## src/rtl/id_ex_stage_pkg.sv

```systemverilog
// Shared definitions for the ID/EX stage: ALUOp codes, forward-select encodings and a hit helper.
// Forwarding from MEM/WB is compiled in only when EX_FWD_EN is defined.
package id_ex_stage_pkg;

  localparam int unsigned RegAddrW = 5;

  typedef enum logic [4:0] {
    AluAdd  = 5'd0,
    AluSub  = 5'd1,
    AluSll  = 5'd2,
    AluSlt  = 5'd3,
    AluSltu = 5'd4,
    AluXor  = 5'd5,
    AluSrl  = 5'd6,
    AluSra  = 5'd7,
    AluOr   = 5'd8,
    AluAnd  = 5'd9,
    AluLui  = 5'd10
  } alu_op_e;

  typedef enum logic [1:0] {
    FwdReg = 2'b00,
    FwdMem = 2'b01,
    FwdWb  = 2'b10
  } fwd_sel_e;

  // A non-zero destination that matches either ID source; unused sources still count.
  function automatic logic rd_hits(logic [RegAddrW-1:0] rd, logic [RegAddrW-1:0] rs1,
                                   logic [RegAddrW-1:0] rs2);
    return (rd != '0) && ((rd == rs1) || (rd == rs2));
  endfunction

endpackage

```

## src/rtl/id_ex_stage_if.sv

```systemverilog
// Bundle of ID-side inputs, MEM/WB forwarding sources and EX-side outputs of id_ex_stage.
// The slave modport is the stage itself; master is the surrounding pipeline.
interface id_ex_stage_if #(
  parameter int unsigned XLEN = 32,
  parameter int unsigned OPW  = 5
);
  logic            id_valid;
  logic [XLEN-1:0] id_pc;
  logic [4:0]      id_rs1_addr;
  logic [4:0]      id_rs2_addr;
  logic [XLEN-1:0] id_rs1_data;
  logic [XLEN-1:0] id_rs2_data;
  logic [XLEN-1:0] id_imm;
  logic [4:0]      id_rd_addr;
  logic [OPW-1:0]  id_alu_op;
  logic            id_src1_pc;
  logic            id_src2_imm;
  logic            id_reg_write;
  logic            id_mem_read;
  logic            id_mem_write;
  logic            ex_hold;
  logic            ex_flush;
  logic            mem_reg_write;
  logic [4:0]      mem_rd_addr;
  logic [XLEN-1:0] mem_rd_data;
  logic            wb_reg_write;
  logic [4:0]      wb_rd_addr;
  logic [XLEN-1:0] wb_rd_data;
  logic            ex_valid;
  logic [OPW-1:0]  ex_alu_op;
  logic [XLEN-1:0] ex_op1;
  logic [XLEN-1:0] ex_op2;
  logic [XLEN-1:0] ex_store_data;
  logic [4:0]      ex_rd_addr;
  logic            ex_reg_write;
  logic            ex_mem_read;
  logic            ex_mem_write;
  logic [XLEN-1:0] ex_pc;
  logic            load_use_stall;

  modport master (
    output id_valid, id_pc, id_rs1_addr, id_rs2_addr, id_rs1_data, id_rs2_data, id_imm,
           id_rd_addr, id_alu_op, id_src1_pc, id_src2_imm, id_reg_write, id_mem_read,
           id_mem_write, ex_hold, ex_flush, mem_reg_write, mem_rd_addr, mem_rd_data,
           wb_reg_write, wb_rd_addr, wb_rd_data,
    input  ex_valid, ex_alu_op, ex_op1, ex_op2, ex_store_data, ex_rd_addr, ex_reg_write,
           ex_mem_read, ex_mem_write, ex_pc, load_use_stall
  );

  modport slave (
    input  id_valid, id_pc, id_rs1_addr, id_rs2_addr, id_rs1_data, id_rs2_data, id_imm,
           id_rd_addr, id_alu_op, id_src1_pc, id_src2_imm, id_reg_write, id_mem_read,
           id_mem_write, ex_hold, ex_flush, mem_reg_write, mem_rd_addr, mem_rd_data,
           wb_reg_write, wb_rd_addr, wb_rd_data,
    output ex_valid, ex_alu_op, ex_op1, ex_op2, ex_store_data, ex_rd_addr, ex_reg_write,
           ex_mem_read, ex_mem_write, ex_pc, load_use_stall
  );

endinterface

```

## src/rtl/ex_fwd_mux.sv

```systemverilog
// Per-operand forwarding select: MEM result beats WB data beats the registered read data.
// x0 is never forwarded.
module ex_fwd_mux
  import id_ex_stage_pkg::*;
#(
  parameter int unsigned XLEN = 32
) (
  input  logic [RegAddrW-1:0] rs_addr,
  input  logic [XLEN-1:0]     reg_data,
  input  logic                mem_reg_write,
  input  logic [RegAddrW-1:0] mem_rd_addr,
  input  logic [XLEN-1:0]     mem_rd_data,
  input  logic                wb_reg_write,
  input  logic [RegAddrW-1:0] wb_rd_addr,
  input  logic [XLEN-1:0]     wb_rd_data,
  output logic [XLEN-1:0]     fwd_data
);

  fwd_sel_e sel;

  always_comb begin
    sel = FwdReg;
    if (rs_addr != '0) begin
      if (mem_reg_write && (mem_rd_addr == rs_addr)) begin
        sel = FwdMem;
      end else if (wb_reg_write && (wb_rd_addr == rs_addr)) begin
        sel = FwdWb;
      end
    end
  end

  always_comb begin
    fwd_data = reg_data;
    unique case (sel)
      FwdMem:  fwd_data = mem_rd_data;
      FwdWb:   fwd_data = wb_rd_data;
      default: fwd_data = reg_data;
    endcase
  end

endmodule

```

## src/rtl/id_ex_stage.sv

```systemverilog
// ID/EX pipeline register with EX-side operand selection and load-use bubble insertion.
// Define EX_FWD_EN for MEM/WB forwarding; otherwise any pending writer stalls ID.
module id_ex_stage
  import id_ex_stage_pkg::*;
#(
  parameter int unsigned XLEN = 32,
  parameter int unsigned OPW  = 5
) (
  input logic         clk,
  input logic         rst,
  id_ex_stage_if.slave bus
);

  logic            valid_q;
  logic [XLEN-1:0] pc_q;
  logic [4:0]      rs1_addr_q;
  logic [4:0]      rs2_addr_q;
  logic [XLEN-1:0] rs1_data_q;
  logic [XLEN-1:0] rs2_data_q;
  logic [XLEN-1:0] imm_q;
  logic [4:0]      rd_addr_q;
  logic [OPW-1:0]  alu_op_q;
  logic            src1_pc_q;
  logic            src2_imm_q;
  logic            reg_write_q;
  logic            mem_read_q;
  logic            mem_write_q;

  logic            lu_stall;
  logic            bubble;
  logic [XLEN-1:0] fwd_rs1;
  logic [XLEN-1:0] fwd_rs2;

`ifdef EX_FWD_EN
  // Only an in-flight load needs a bubble; everything else is covered by forwarding.
  assign lu_stall = bus.id_valid & valid_q & mem_read_q &
                    rd_hits(rd_addr_q, bus.id_rs1_addr, bus.id_rs2_addr);

  ex_fwd_mux #(.XLEN(XLEN)) u_fwd_rs1 (
    .rs_addr       (rs1_addr_q),
    .reg_data      (rs1_data_q),
    .mem_reg_write (bus.mem_reg_write),
    .mem_rd_addr   (bus.mem_rd_addr),
    .mem_rd_data   (bus.mem_rd_data),
    .wb_reg_write  (bus.wb_reg_write),
    .wb_rd_addr    (bus.wb_rd_addr),
    .wb_rd_data    (bus.wb_rd_data),
    .fwd_data      (fwd_rs1)
  );

  ex_fwd_mux #(.XLEN(XLEN)) u_fwd_rs2 (
    .rs_addr       (rs2_addr_q),
    .reg_data      (rs2_data_q),
    .mem_reg_write (bus.mem_reg_write),
    .mem_rd_addr   (bus.mem_rd_addr),
    .mem_rd_data   (bus.mem_rd_data),
    .wb_reg_write  (bus.wb_reg_write),
    .wb_rd_addr    (bus.wb_rd_addr),
    .wb_rd_data    (bus.wb_rd_data),
    .fwd_data      (fwd_rs2)
  );
`else
  // Without forwarding, hold ID until every older writer of a source has reached the RF.
  assign lu_stall = bus.id_valid & (
      (valid_q & (reg_write_q | mem_read_q) &
       rd_hits(rd_addr_q, bus.id_rs1_addr, bus.id_rs2_addr)) |
      (bus.mem_reg_write & rd_hits(bus.mem_rd_addr, bus.id_rs1_addr, bus.id_rs2_addr)) |
      (bus.wb_reg_write & rd_hits(bus.wb_rd_addr, bus.id_rs1_addr, bus.id_rs2_addr)));

  assign fwd_rs1 = rs1_data_q;
  assign fwd_rs2 = rs2_data_q;

  logic unused_fwd;
  assign unused_fwd = ^{bus.mem_rd_data, bus.wb_rd_data, rs1_addr_q, rs2_addr_q};
`endif

  assign bubble = bus.ex_flush | (~bus.ex_hold & lu_stall);

  always_ff @(posedge clk) begin
    if (rst) begin
      valid_q     <= 1'b0;
      pc_q        <= '0;
      rs1_addr_q  <= '0;
      rs2_addr_q  <= '0;
      rs1_data_q  <= '0;
      rs2_data_q  <= '0;
      imm_q       <= '0;
      rd_addr_q   <= '0;
      alu_op_q    <= '0;
      src1_pc_q   <= 1'b0;
      src2_imm_q  <= 1'b0;
      reg_write_q <= 1'b0;
      mem_read_q  <= 1'b0;
      mem_write_q <= 1'b0;
    end else if (bubble) begin
      // Data fields are left as-is; they are don't-care while the slot is invalid.
      valid_q     <= 1'b0;
      alu_op_q    <= OPW'(AluAdd);
      reg_write_q <= 1'b0;
      mem_read_q  <= 1'b0;
      mem_write_q <= 1'b0;
    end else if (!bus.ex_hold) begin
      valid_q     <= bus.id_valid;
      pc_q        <= bus.id_pc;
      rs1_addr_q  <= bus.id_rs1_addr;
      rs2_addr_q  <= bus.id_rs2_addr;
      rs1_data_q  <= bus.id_rs1_data;
      rs2_data_q  <= bus.id_rs2_data;
      imm_q       <= bus.id_imm;
      rd_addr_q   <= bus.id_rd_addr;
      alu_op_q    <= bus.id_alu_op;
      src1_pc_q   <= bus.id_src1_pc;
      src2_imm_q  <= bus.id_src2_imm;
      reg_write_q <= bus.id_reg_write;
      mem_read_q  <= bus.id_mem_read;
      mem_write_q <= bus.id_mem_write;
    end
  end

  assign bus.ex_valid       = valid_q;
  assign bus.ex_alu_op      = alu_op_q;
  assign bus.ex_pc          = pc_q;
  assign bus.ex_rd_addr     = rd_addr_q;
  assign bus.ex_reg_write   = reg_write_q & valid_q;
  assign bus.ex_mem_read    = mem_read_q & valid_q;
  assign bus.ex_mem_write   = mem_write_q & valid_q;
  assign bus.ex_op1         = src1_pc_q ? pc_q : fwd_rs1;
  assign bus.ex_op2         = src2_imm_q ? imm_q : fwd_rs2;
  assign bus.ex_store_data  = fwd_rs2;
  assign bus.load_use_stall = lu_stall;

endmodule

```

## src/flat_wrapper.sv

```systemverilog
// flat-port wrapper written by rule: the top's interface ports become plain ports
module id_ex_stage_flat import id_ex_stage_pkg::*;
#(
  parameter int unsigned XLEN = 32,
  parameter int unsigned OPW  = 5
)
  (clk, rst, bus_id_valid, bus_id_pc, bus_id_rs1_addr, bus_id_rs2_addr, bus_id_rs1_data, bus_id_rs2_data, bus_id_imm, bus_id_rd_addr, bus_id_alu_op, bus_id_src1_pc, bus_id_src2_imm, bus_id_reg_write, bus_id_mem_read, bus_id_mem_write, bus_ex_hold, bus_ex_flush, bus_mem_reg_write, bus_mem_rd_addr, bus_mem_rd_data, bus_wb_reg_write, bus_wb_rd_addr, bus_wb_rd_data, bus_ex_valid, bus_ex_alu_op, bus_ex_op1, bus_ex_op2, bus_ex_store_data, bus_ex_rd_addr, bus_ex_reg_write, bus_ex_mem_read, bus_ex_mem_write, bus_ex_pc, bus_load_use_stall);
  id_ex_stage_if #(.XLEN(XLEN), .OPW(OPW)) bus_i ();
  input logic clk;
  input logic rst;
  input wire logic [$bits(bus_i.id_valid)-1:0] bus_id_valid;
  input wire logic [$bits(bus_i.id_pc)-1:0] bus_id_pc;
  input wire logic [$bits(bus_i.id_rs1_addr)-1:0] bus_id_rs1_addr;
  input wire logic [$bits(bus_i.id_rs2_addr)-1:0] bus_id_rs2_addr;
  input wire logic [$bits(bus_i.id_rs1_data)-1:0] bus_id_rs1_data;
  input wire logic [$bits(bus_i.id_rs2_data)-1:0] bus_id_rs2_data;
  input wire logic [$bits(bus_i.id_imm)-1:0] bus_id_imm;
  input wire logic [$bits(bus_i.id_rd_addr)-1:0] bus_id_rd_addr;
  input wire logic [$bits(bus_i.id_alu_op)-1:0] bus_id_alu_op;
  input wire logic [$bits(bus_i.id_src1_pc)-1:0] bus_id_src1_pc;
  input wire logic [$bits(bus_i.id_src2_imm)-1:0] bus_id_src2_imm;
  input wire logic [$bits(bus_i.id_reg_write)-1:0] bus_id_reg_write;
  input wire logic [$bits(bus_i.id_mem_read)-1:0] bus_id_mem_read;
  input wire logic [$bits(bus_i.id_mem_write)-1:0] bus_id_mem_write;
  input wire logic [$bits(bus_i.ex_hold)-1:0] bus_ex_hold;
  input wire logic [$bits(bus_i.ex_flush)-1:0] bus_ex_flush;
  input wire logic [$bits(bus_i.mem_reg_write)-1:0] bus_mem_reg_write;
  input wire logic [$bits(bus_i.mem_rd_addr)-1:0] bus_mem_rd_addr;
  input wire logic [$bits(bus_i.mem_rd_data)-1:0] bus_mem_rd_data;
  input wire logic [$bits(bus_i.wb_reg_write)-1:0] bus_wb_reg_write;
  input wire logic [$bits(bus_i.wb_rd_addr)-1:0] bus_wb_rd_addr;
  input wire logic [$bits(bus_i.wb_rd_data)-1:0] bus_wb_rd_data;
  output wire logic [$bits(bus_i.ex_valid)-1:0] bus_ex_valid;
  output wire logic [$bits(bus_i.ex_alu_op)-1:0] bus_ex_alu_op;
  output wire logic [$bits(bus_i.ex_op1)-1:0] bus_ex_op1;
  output wire logic [$bits(bus_i.ex_op2)-1:0] bus_ex_op2;
  output wire logic [$bits(bus_i.ex_store_data)-1:0] bus_ex_store_data;
  output wire logic [$bits(bus_i.ex_rd_addr)-1:0] bus_ex_rd_addr;
  output wire logic [$bits(bus_i.ex_reg_write)-1:0] bus_ex_reg_write;
  output wire logic [$bits(bus_i.ex_mem_read)-1:0] bus_ex_mem_read;
  output wire logic [$bits(bus_i.ex_mem_write)-1:0] bus_ex_mem_write;
  output wire logic [$bits(bus_i.ex_pc)-1:0] bus_ex_pc;
  output wire logic [$bits(bus_i.load_use_stall)-1:0] bus_load_use_stall;
  assign bus_i.id_valid = bus_id_valid;
  assign bus_i.id_pc = bus_id_pc;
  assign bus_i.id_rs1_addr = bus_id_rs1_addr;
  assign bus_i.id_rs2_addr = bus_id_rs2_addr;
  assign bus_i.id_rs1_data = bus_id_rs1_data;
  assign bus_i.id_rs2_data = bus_id_rs2_data;
  assign bus_i.id_imm = bus_id_imm;
  assign bus_i.id_rd_addr = bus_id_rd_addr;
  assign bus_i.id_alu_op = bus_id_alu_op;
  assign bus_i.id_src1_pc = bus_id_src1_pc;
  assign bus_i.id_src2_imm = bus_id_src2_imm;
  assign bus_i.id_reg_write = bus_id_reg_write;
  assign bus_i.id_mem_read = bus_id_mem_read;
  assign bus_i.id_mem_write = bus_id_mem_write;
  assign bus_i.ex_hold = bus_ex_hold;
  assign bus_i.ex_flush = bus_ex_flush;
  assign bus_i.mem_reg_write = bus_mem_reg_write;
  assign bus_i.mem_rd_addr = bus_mem_rd_addr;
  assign bus_i.mem_rd_data = bus_mem_rd_data;
  assign bus_i.wb_reg_write = bus_wb_reg_write;
  assign bus_i.wb_rd_addr = bus_wb_rd_addr;
  assign bus_i.wb_rd_data = bus_wb_rd_data;
  assign bus_ex_valid = bus_i.ex_valid;
  assign bus_ex_alu_op = bus_i.ex_alu_op;
  assign bus_ex_op1 = bus_i.ex_op1;
  assign bus_ex_op2 = bus_i.ex_op2;
  assign bus_ex_store_data = bus_i.ex_store_data;
  assign bus_ex_rd_addr = bus_i.ex_rd_addr;
  assign bus_ex_reg_write = bus_i.ex_reg_write;
  assign bus_ex_mem_read = bus_i.ex_mem_read;
  assign bus_ex_mem_write = bus_i.ex_mem_write;
  assign bus_ex_pc = bus_i.ex_pc;
  assign bus_load_use_stall = bus_i.load_use_stall;
  id_ex_stage #(.XLEN(XLEN), .OPW(OPW)) u_core (.clk(clk), .rst(rst), .bus(bus_i));
endmodule
```

## config.mk

```make
export PLATFORM = sky130hd
export DESIGN_NAME = id_ex_stage_flat
export DESIGN_NICKNAME = d
export VERILOG_FILES = /design/src/rtl/id_ex_stage_pkg.sv /design/src/rtl/id_ex_stage_if.sv /design/src/rtl/ex_fwd_mux.sv /design/src/rtl/id_ex_stage.sv /design/src/flat_wrapper.sv
export SDC_FILE = /design/constraint.sdc
export NUM_CORES = 1
export LEC_CHECK = 0
export CAP_MARGIN = 0
export CORE_AREA = 2 2 147 149
export CTS_CLUSTER_DIAMETER = 200
export DETAILED_ROUTE_END_ITERATION = 12
export DIE_AREA = 0 0 149 151
export PLACE_DENSITY = 0.71
export SLEW_MARGIN = 20
export SYNTH_ARGS = -nofsm -noshare
export SYNTH_HDL_FRONTEND = slang
export SYNTH_SLANG_ARGS = --single-unit
```

## constraint.sdc

```tcl
create_clock -name clk -period 3.5 [get_ports clk]
set_input_delay 1.05 -clock clk [delete_from_list [all_inputs] [get_ports clk]]
set_output_delay 1.05 -clock clk [all_outputs]
set_load 0.1 [all_outputs]
```

After elaboration in Yosys (flattened, before gate mapping)
Index checks and enable logic that the tools add are counted.

Register bits: 144. Latch bits: 0. Memory bits (writable): 0. ROM bits: 0. Output and inout bits: 143. Word-level logic and storage cells: 46. Memories kept: 0.

Add/subtract/negate cells: 0. $mul: 0. Divide/modulo/power cells: 0. Magnitude comparators: 0. Equality and inequality tests: 6. Shift-type cells: 0. Mux-type cells: 2. Bitwise operators: 15. Reductions and logical operators: 11.

Operators by type and width (count): 2-to-1 mux 32 bit (2); == test 5 bit (6); nonzero test 5 bit (3); bitwise AND 1 bit (9); bitwise OR 1 bit (4); logical AND 1 bit (3); logical OR 1 bit (3); inverter 1 bit (2); AND reduction 2 bit (1); OR reduction 2 bit (1).

Longest topological paths before layout
Gate-level depths: netlist of the first run.

Depth in word-level cells: 11. Depth in mapped cells: 9. Mapped depth without buffers: 6.

Least setup slack after synthesis of the first run
OpenSTA, ideal clock, no wires.

Path type: reg2out. From: register u_core.rd_addr_q[4], in the netlist u_core.bus.ex_rd_addr[4]. To: output bus_load_use_stall. Arrival time: 2.845 ns. Data required time: 2.450 ns. Path slack: -0.395 ns. Cell stages (with the launch flop): 6. Buffers on the path: 0. Cells stage by stage: dfxtp_1 > xnor2_1 > nand3_1 > o22ai_1 > a222oi_1 > nor2_1.

Longest elaborated chain between the ends: 7.

Ends and longest elaborated chain: from (decl) (RTL line id_ex_stage.sv:21) `logic [4:0] rd_addr_q;`; from (signal assigned) (RTL line id_ex_stage.sv:110) `rd_addr_q <= bus.id_rd_addr;`; == test 5 bit (RTL line id_ex_stage_pkg.sv:30) `return (rd != '0) && ((rd == rs1) || (rd == rs2));`; logical OR 1 bit (RTL line id_ex_stage_pkg.sv:30); logical AND 1 bit (*) (RTL line id_ex_stage_pkg.sv:30); bitwise AND 1 bit (*) (RTL line id_ex_stage.sv:65) `(valid_q & (reg_write_q | mem_read_q) &`; bitwise OR 1 bit (*) (RTL line id_ex_stage.sv:66) `rd_hits(rd_addr_q, bus.id_rs1_addr, bus.id_rs2_addr)) |`; bitwise OR 1 bit (*) (RTL line id_ex_stage.sv:67) `(bus.mem_reg_write & rd_hits(bus.mem_rd_addr, bus.id_rs1_addr, bus.id_rs2_addr)) |`; bitwise AND 1 bit (*) (RTL line id_ex_stage.sv:64) `assign lu_stall = bus.id_valid & (`; to (decl) (RTL line flat_wrapper.sv:43) `output wire logic [$bits(bus_i.load_use_stall)-1:0] bus_load_use_stall;`.

Mark *: on every way between the ends. The rest lies on a longest branch, timed or not.

Worst setup path in the final report of the first run
From: input bus_wb_rd_addr[3]. To: output bus_load_use_stall.

Longest elaborated chain between the ends: 6.

Ends and longest elaborated chain: from (decl) (RTL line flat_wrapper.sv:31) `input wire logic [$bits(bus_i.wb_rd_addr)-1:0] bus_wb_rd_addr;`; == test 5 bit (RTL line id_ex_stage_pkg.sv:30); logical OR 1 bit (RTL line id_ex_stage_pkg.sv:30); logical AND 1 bit (*) (RTL line id_ex_stage_pkg.sv:30); bitwise AND 1 bit (*) (RTL line id_ex_stage.sv:68) `(bus.wb_reg_write & rd_hits(bus.wb_rd_addr, bus.id_rs1_addr, bus.id_rs2_addr)));`; bitwise OR 1 bit (*) (RTL line id_ex_stage.sv:67); bitwise AND 1 bit (*) (RTL line id_ex_stage.sv:64).

Marked as above.

==> results of run 1 <==
Yosys cell counts:
| cell type | instances |
|---|---|
| buf_4 | 2 |
| buf_6 | 5 |
| mux2_2 | 64 |
| buf_2 | 8 |
| and2_1 | 3 |
| o21ai_0 | 1 |
| xnor2_1 | 30 |
| nor3_1 | 1 |
| nand2b_1 | 271 |
| nand2_1 | 7 |
| o21ai_1 | 1 |
| mux2i_1 | 143 |
| a21oi_1 | 2 |
| or4_1 | 2 |
| a222oi_1 | 1 |
| nand3_1 | 6 |
| dfxtp_1 | 144 |
| inv_1 | 1 |
| clkbuf_1 | 39 |
| o22ai_1 | 3 |
| o21a_1 | 3 |
| nor2_1 | 12 |
kinds of logic (layout without fill, tap and decap cells):
group | Yosys count | in the layout
mux | 207 | 207
simple gates | 302 | 302
buf+inv | 55 | 384
xor+xnor | 30 | 30
compound gates | 11 | 11
flops | 144 | 144
layer usage:
| metal | global-route usage | up-vias | wire, µm |
|---|---|---|---|
| met3 | 0.0614 | 22 | 1670 |
| met2 | 0.306 | 197 | 9950 |
| li1 | - | 3089 | - |
| met1 | 0.209 | 2792 | 8580 |
| met5 | 0 | - | 0 |
| met4 | 0.0595 | 0 | 345 |
cell type report:
class / instances / area (µm²)
sequential: 144 / 2880
tap: 275 / 344
timing repair buffer: 352 / 3580
inverter: 1 / 3.75
clock inverter: 11 / 156
fill: 1876 / 9050
multi-input combinational: 550 / 4340
clock buffer: 20 / 457
layout by cell type, fill, tap and decap left out:
master and n:
mux2_2 64, buf_6 2, inv_1 1, xnor2_1 30
dfxtp_2 1, buf_12 44, dlygate4sd2_1 11, o21ai_1 1
nor2_4 1, and2_1 3, dfxtp_1 143, a21oi_1 2
clkbuf_1 1, clkinvlp_4 3, buf_4 140, clkdlybuf4s50_1 149
mux2i_1 143, or4_1 1, o21a_4 1, o21ai_0 1
nor3_1 1, o21a_1 2, clkbuf_16 17, inv_6 2
clkbuf_8 2, a222oi_1 1, buf_2 4, or4_4 1
bufinv_16 3, nand2_1 7, nand2b_1 271, clkinv_4 3
nor2_1 11, o22ai_1 3, clkdlybuf4s15_1 1, nand3_1 6
dlymetal6s2s_1 1
sequential cells by signal, summed over array words and instances (netlist names):
name                      count
u_core.src1_pc_q              1
u_core.mem_write_q            1
u_core.bus.ex_rd_addr         5
u_core.bus.ex_pc             32
u_core.fwd_rs1               32
u_core.bus.ex_valid           1
u_core.bus.ex_alu_op          5
u_core.bus.ex_store_data     32
u_core.reg_write_q            1
u_core.imm_q                 32
u_core.src2_imm_q             1
u_core.mem_read_q             1
power breakdown:
part / leakage [nW] / internal, W / switching, W
clock network: 0.289 / 0.00116 / 0.000734
logic: 3.32 / 0.000587 / 0.000959
registers: 1.18 / 0.00173 / 0.0000621
worst paths after layout:
path	endpoint	slack, ps
hold reg to reg	u_core.imm_q[8]	470
setup / recovery	bus_load_use_stall	-180
setup reg to reg	u_core.fwd_rs1[8]	1090
hold / removal	u_core.imm_q[8]	470
worst min-delay path: cells and delay by family, from the launching register on:
kind,cells,cell delay [ps]
flops,1,310
simple gates,1,60
mux,1,50
stage by stage:
stage          hold WS, ps  setup WS (ps)  utilization  std cells  setup TNS [ps]
6_report               471           -184        0.565       1353            -184
5_1_grt                481           -274        0.565       1353            -274
4_1_cts                475           -202        0.564       1352            -202
3_5_place_dp           458           -530        0.536       1319          -18480
3_3_place_gp           457           -520        0.536       1319          -15950
2_1_floorplan          445          -41.2            -        749           -41.2
timing repair:
action | CTS | global route
buffers inserted | 2 | 1
endpoints found under the setup margin | 1 | 1
pin swaps | 6 | 5
gates resized for setup | 39 | 2
==> results.sh, run 1 <==
export IMPL_grt_max_degree=93
export IMPL_drive_gt1_frac=0.267
export IMPL_final_cell_area_um2=11800
export IMPL_globalRouteOverflowTotal=0
export IMPL_port_buffer_count=312
export IMPL_netlist_cell_type_count=22
export IMPL_cp_end_kind="primary output"
export IMPL_ant_nets=0
export IMPL_yosysTopAreaCell="dfxtp_1"
export IMPL_total_power_w=0.00523
export IMPL_synthesis_nets=983
export IMPL_finalWorstSetupSlack_ps=-184
export IMPL_reg2reg_depth=11
export IMPL_viasPerCell=4.51
export IMPL_final_nets=1300
export IMPL_start_util=0.359
export IMPL_path_class="primary input to primary output"
export IMPL_h_tree_depth=4
export IMPL_ys_seq_elements=144
export IMPL_rsz0062_at_grt="yes"
export IMPL_synthesis_instances=749
export IMPL_status="finished with violations"
export IMPL_setup_viol=1
export IMPL_synthSimpleGateAreaFrac=0.246
export IMPL_hp_start="u_core.imm_q[8]"
export IMPL_hold_class="flop to flop"
export IMPL_grt_total_usage=0.179
export IMPL_power_leakage_nw=4.78
export IMPL_postSynthAreaPerCell_um2=9.97
export IMPL_maxSlewHeadroom=0.544
export IMPL_io_pins=377
export IMPL_cp_num_buf_inv=3
export IMPL_synth_adder_area_share=0
export IMPL_die_y_um=151
export IMPL_grt_pass1_wl_mm=31.7
export IMPL_finalCritPeriodShare=1.05
export IMPL_syn_area_um2=7470
export IMPL_hold_viol=0
export IMPL_seq_area_frac_synth=0.386
export IMPL_die_area_um2=22500
export IMPL_die_w_um=149
export IMPL_slowest_stage="or4_1"
export IMPL_yosysWarningCount=0
export IMPL_drt_iter0_markers=194
export IMPL_r2r_start="u_core.bus.ex_rd_addr[3]"
export IMPL_cts_sinks=144
export IMPL_cts_tree="done"
export IMPL_insertion_delay_ps=420
export IMPL_clock_root_buffer="clkbuf_16"
export IMPL_num_rows=53
export IMPL_critPathArrivalTime_ps=2630
export IMPL_gp_congestion=0.881
export IMPL_max_stage_delay_ps=520
export IMPL_start_kind="primary input"
export IMPL_cts_buffer_depth=2
export IMPL_syn_to_final_growth_pct=57.6
export IMPL_drt_total_wl_mm=20.5
export IMPL_hold_depth=2
export IMPL_violations="setup timing"
export IMPL_antenna_found_initial=0
export IMPL_synth_compound_area_frac=0.00955
export IMPL_cts_made_buffers=17
export IMPL_synth_xor_area_frac=0.0352
export IMPL_synth_top_family_by_area="multiplexers"
export IMPL_netlist_area_leader_share=0.386
export IMPL_placed_area_um2=11200
export IMPL_yosys_top_cells_area="dfxtp_1, nand2b_1, mux2i_1"
export IMPL_drc=0
export IMPL_dp_hpwl_mm=15.2
export IMPL_critical_path_top_delay_family="compound AO/OA/AOI/OAI gates"
export IMPL_clk_pin_slew_ps=60
export IMPL_peakVddDrop_uv=295
export IMPL_cp_depth=7
export IMPL_required_ps=2450
export IMPL_crit_fanout=2
export IMPL_p_per_area_nw_per_um2=445
export IMPL_coreArea_um2=20800
export IMPL_vias=6100
export IMPL_muxShareOfSynthArea=0.288
export IMPL_min_period_ps=3680
export IMPL_critical_path_cell_chain="buf_6, or4_1, o21a_1, a222oi_1, buf_4, nor2_4, buf_12"
export IMPL_drv_cap=0
export IMPL_n_antenna_cell=0
export IMPL_max_freq_mhz=271
export IMPL_crit_start="bus_wb_rd_addr[3]"
export IMPL_dr_pass1_iters=4
export IMPL_slew_violations=0
export IMPL_cts_hold_buffers_added=0
export IMPL_grt_pass1_vias=6116
export IMPL_tightest_slew_ps=684
export IMPL_wl_per_cell_um=15.2
export IMPL_fin_skew_ps=10.5
(Power assumes the default switching activity.)
==> run 2: changes to the inputs <==
ABC_AREA = 1   (was unset)
CORE_AREA = 2 2 148 150   (was 2 2 147 149)
DIE_AREA = 0 0 150 152   (was 0 0 149 151)
MAX_ROUTING_LAYER = met4   (was unset)
PLACE_DENSITY = 0.75   (was 0.71)
==> results.sh, run 2 <==
export IMPL_met2WireLength_mm=12.4
export IMPL_peakVddDrop_uv=298
export IMPL_vias=9144
export IMPL_max_freq_mhz=300
export IMPL_yosysTopAreaCell="dfxtp_1"
export IMPL_ant_nets=0
export IMPL_reg2reg_depth=12
export IMPL_hold_viol=0
export IMPL_synthesis_nets=1701
export IMPL_h_tree_depth=4
export IMPL_maxSlewHeadroom=0.499
export IMPL_setup_viol=0
export IMPL_hp_start="u_core.imm_q[10]"
export IMPL_power_leakage_nw=6.87
export IMPL_multiInputGateArea_um2=3570
export IMPL_grt_pass1_vias=8581
export IMPL_cts_tree="done"
export IMPL_grt_total_usage=0.233
export IMPL_fin_skew_ps=9.85
export IMPL_hold_class="flop to flop"
export IMPL_dp_hpwl_mm=18.2
export IMPL_r2r_slack_ps=1330
export IMPL_tightest_slew_ps=751
export IMPL_cts_sinks=144
export IMPL_clock_root_buffer="clkbuf_16"
export IMPL_regArea_um2=2890
export IMPL_drv_cap=0
export IMPL_antenna_found_initial=3
export IMPL_layout_commonest_cell="inv_1"
export IMPL_placed_cells=2002
export IMPL_cts_buffer_depth=2
export IMPL_seq_area_frac_synth=0.340
export IMPL_insertion_delay_ps=420
export IMPL_rsz0062_at_grt="no"
export IMPL_die_area_um2=22800
export IMPL_clk_pin_slew_ps=70
export IMPL_wl_met1_mm=11.1
export IMPL_p_per_area_nw_per_um2=467
export IMPL_synthesis_instances=1467
export IMPL_required_ps=2450
export IMPL_synthFlopType="dfxtp_1"
export IMPL_syn_to_final_growth_pct=43.2
export IMPL_fin_cells=2037
export IMPL_cts_made_buffers=17
export IMPL_holdPathEnd="u_core.imm_q[10]"
export IMPL_timing_rr_end="u_core.bus.ex_store_data[26]"
export IMPL_path_class="primary input to primary output"
export IMPL_cts_hold_buffers_added=0
export IMPL_slew_violations=0
export IMPL_yosysMostFrequentCell="inv_1"
export IMPL_fin_tns_setup_ps=0
export IMPL_drive_gt1_frac=0.132
export IMPL_drt_iter0_markers=442
export IMPL_yosys_top_cells_area="dfxtp_1, inv_1, nand2_1"
export IMPL_wl_met3_mm=2.07
export IMPL_yosysWarningCount=0
export IMPL_netlist_area_leader_share=0.340
export IMPL_final_nets=1975
export IMPL_coreArea_um2=21400
export IMPL_postSynthAreaPerCell_um2=5.79
export IMPL_final_cell_mix="inv_1, nand2_1, buf_4, nor2_1, clkdlybuf4s50_1"
export IMPL_r2r_start="u_core.bus.ex_rd_addr[2]"
export IMPL_num_fill_cells=2116
export IMPL_grt_max_degree=68
export IMPL_die_w_um=150
export IMPL_port_buffer_count=312
export IMPL_total_power_w=0.00568
export IMPL_synth_common_cells="inv_1, nand2_1, nor2_1"
export IMPL_ys_seq_elements=144
export IMPL_viasPerCell=4.49
export IMPL_grt_pass1_wl_mm=41.9
export IMPL_drt_total_wl_mm=26.2
export IMPL_min_period_ps=3340
export IMPL_gp_congestion=0.830
export IMPL_wl_per_cell_um=12.8
export IMPL_critPathArrivalTime_ps=2290
export IMPL_syn_area_um2=8490
export IMPL_die_y_um=152
export IMPL_drc=0
export IMPL_netlist_cell_type_count=21
export IMPL_top_layer="met4"
export IMPL_status="finished, final reports clean"
export IMPL_async_flop_share=0
export IMPL_num_rows=54
export IMPL_synth_edff_count=0
export IMPL_globalRouteOverflowTotal=0
export IMPL_whs_ps=510
export IMPL_hold_depth=4
export IMPL_io_pins=377
export IMPL_crit_fanout=3
export IMPL_start_kind="primary input"
export IMPL_finalCritPeriodShare=0.953
export IMPL_dr_pass1_iters=8
export IMPL_cp_end_kind="primary output"
export IMPL_start_util=0.398
export IMPL_fin_util=0.569
[run 2: cell types whose count changed after synthesis, moves of 64 or more]
cell	before	now
inv_1	1	418
mux2_2	64	0
mux2i_1	143	9
nand2_1	7	406
nand2b_1	271	0
nand4_1	0	136
nor2_1	12	161
o21ai_0	1	66
[run 2: layout make-up]
class | count | area share
Clock inverter | 13 | 0.0124
Inverter | 435 | 0.135
Antenna cell | 3 | 0.000618
Multi-Input combinational cell | 800 | 0.294
Sequential cell | 144 | 0.237
Clock buffer | 19 | 0.0364
Timing Repair Buffer | 343 | 0.256
Tap cell | 280 | 0.0288
[run 2: critical path, stage by stage]
cell	delay (ps)
dlygate4sd2_1	250
buf_4	140
nand2_1	50
nand2_1	50
nor2_1	110
nand3_1	70
nand2_1	70
nand2_1	90
nand3_2	90
nand2_4	60
inv_4	70
buf_12	170
[run 2: power by group]
part | total, W | internal (W) | leakage (nW) | switching (W)
sequential | 0.00184 | 0.00176 | 1.19 | 0.0000786
combinational | 0.00199 | 0.000547 | 5.40 | 0.00145
clock | 0.00185 | 0.00108 | 0.285 | 0.000765
[run 2: what timing repair did]
action	CTS	global route
setup buffers	0	0
cloned	0	0
setup endpoints to repair	1	1
resized for setup	20	2
[run 2: kinds of logic after synthesis]
| logic type | after synthesis | synth area share |
|---|---|---|
| buffers and inverters | 523 | 0.241 |
| multiplexers | 9 | 0.0106 |
| AND/OR/NAND/NOR | 716 | 0.361 |
| XOR/XNOR | 8 | 0.00826 |
| flip-flops | 144 | 0.340 |
| AO/OA/AOI/OAI | 67 | 0.0395 |
[run 2: how the worst max path moves through the flow]
| stage | startpoint | endpoint | slack [ps] | cells past startpoint |
|---|---|---|---|---|
| 2_1_floorplan | u_core.src1_pc_q | bus_ex_op1[21] | -330 | 3 |
| 5_1_grt | bus_id_rs2_addr[1] | bus_load_use_stall | 30 | 12 |
| 6_report | bus_id_rs2_addr[1] | bus_load_use_stall | 160 | 12 |
| 3_3_place_gp | bus_id_rs2_addr[0] | bus_load_use_stall | -120 | 12 |
| 4_1_cts | bus_wb_rd_addr[3] | bus_load_use_stall | 10 | 10 |
| 3_5_place_dp | bus_id_rs1_addr[4] | bus_load_use_stall | -150 | 12 |
[run 2: metrics by stage]
step / setup WS, ps / cell area (µm²)
after floorplan: -326 / 8490
after global placement: -121 / 11600
after detailed placement: -155 / 11600
after CTS: 14.9 / 12100
after global routing: 28.0 / 12200
final: 163 / 12200
[run 2: per-layer routing]
| layer | vias to the layer above | GRT usage |
|---|---|---|
| met3 | 43 | 0.0601 |
| met5 | - | - |
| met2 | 308 | 0.377 |
| met1 | 3970 | 0.280 |
| li1 | 4823 | - |
| met4 | 0 | 0.0822 |
==> run 3: changes to the inputs <==
HOLD_SLACK_MARGIN = 0.08   (was unset)
==> results of run 3 <==
The final DEF is identical to that of run 2; final timing and power are the same.
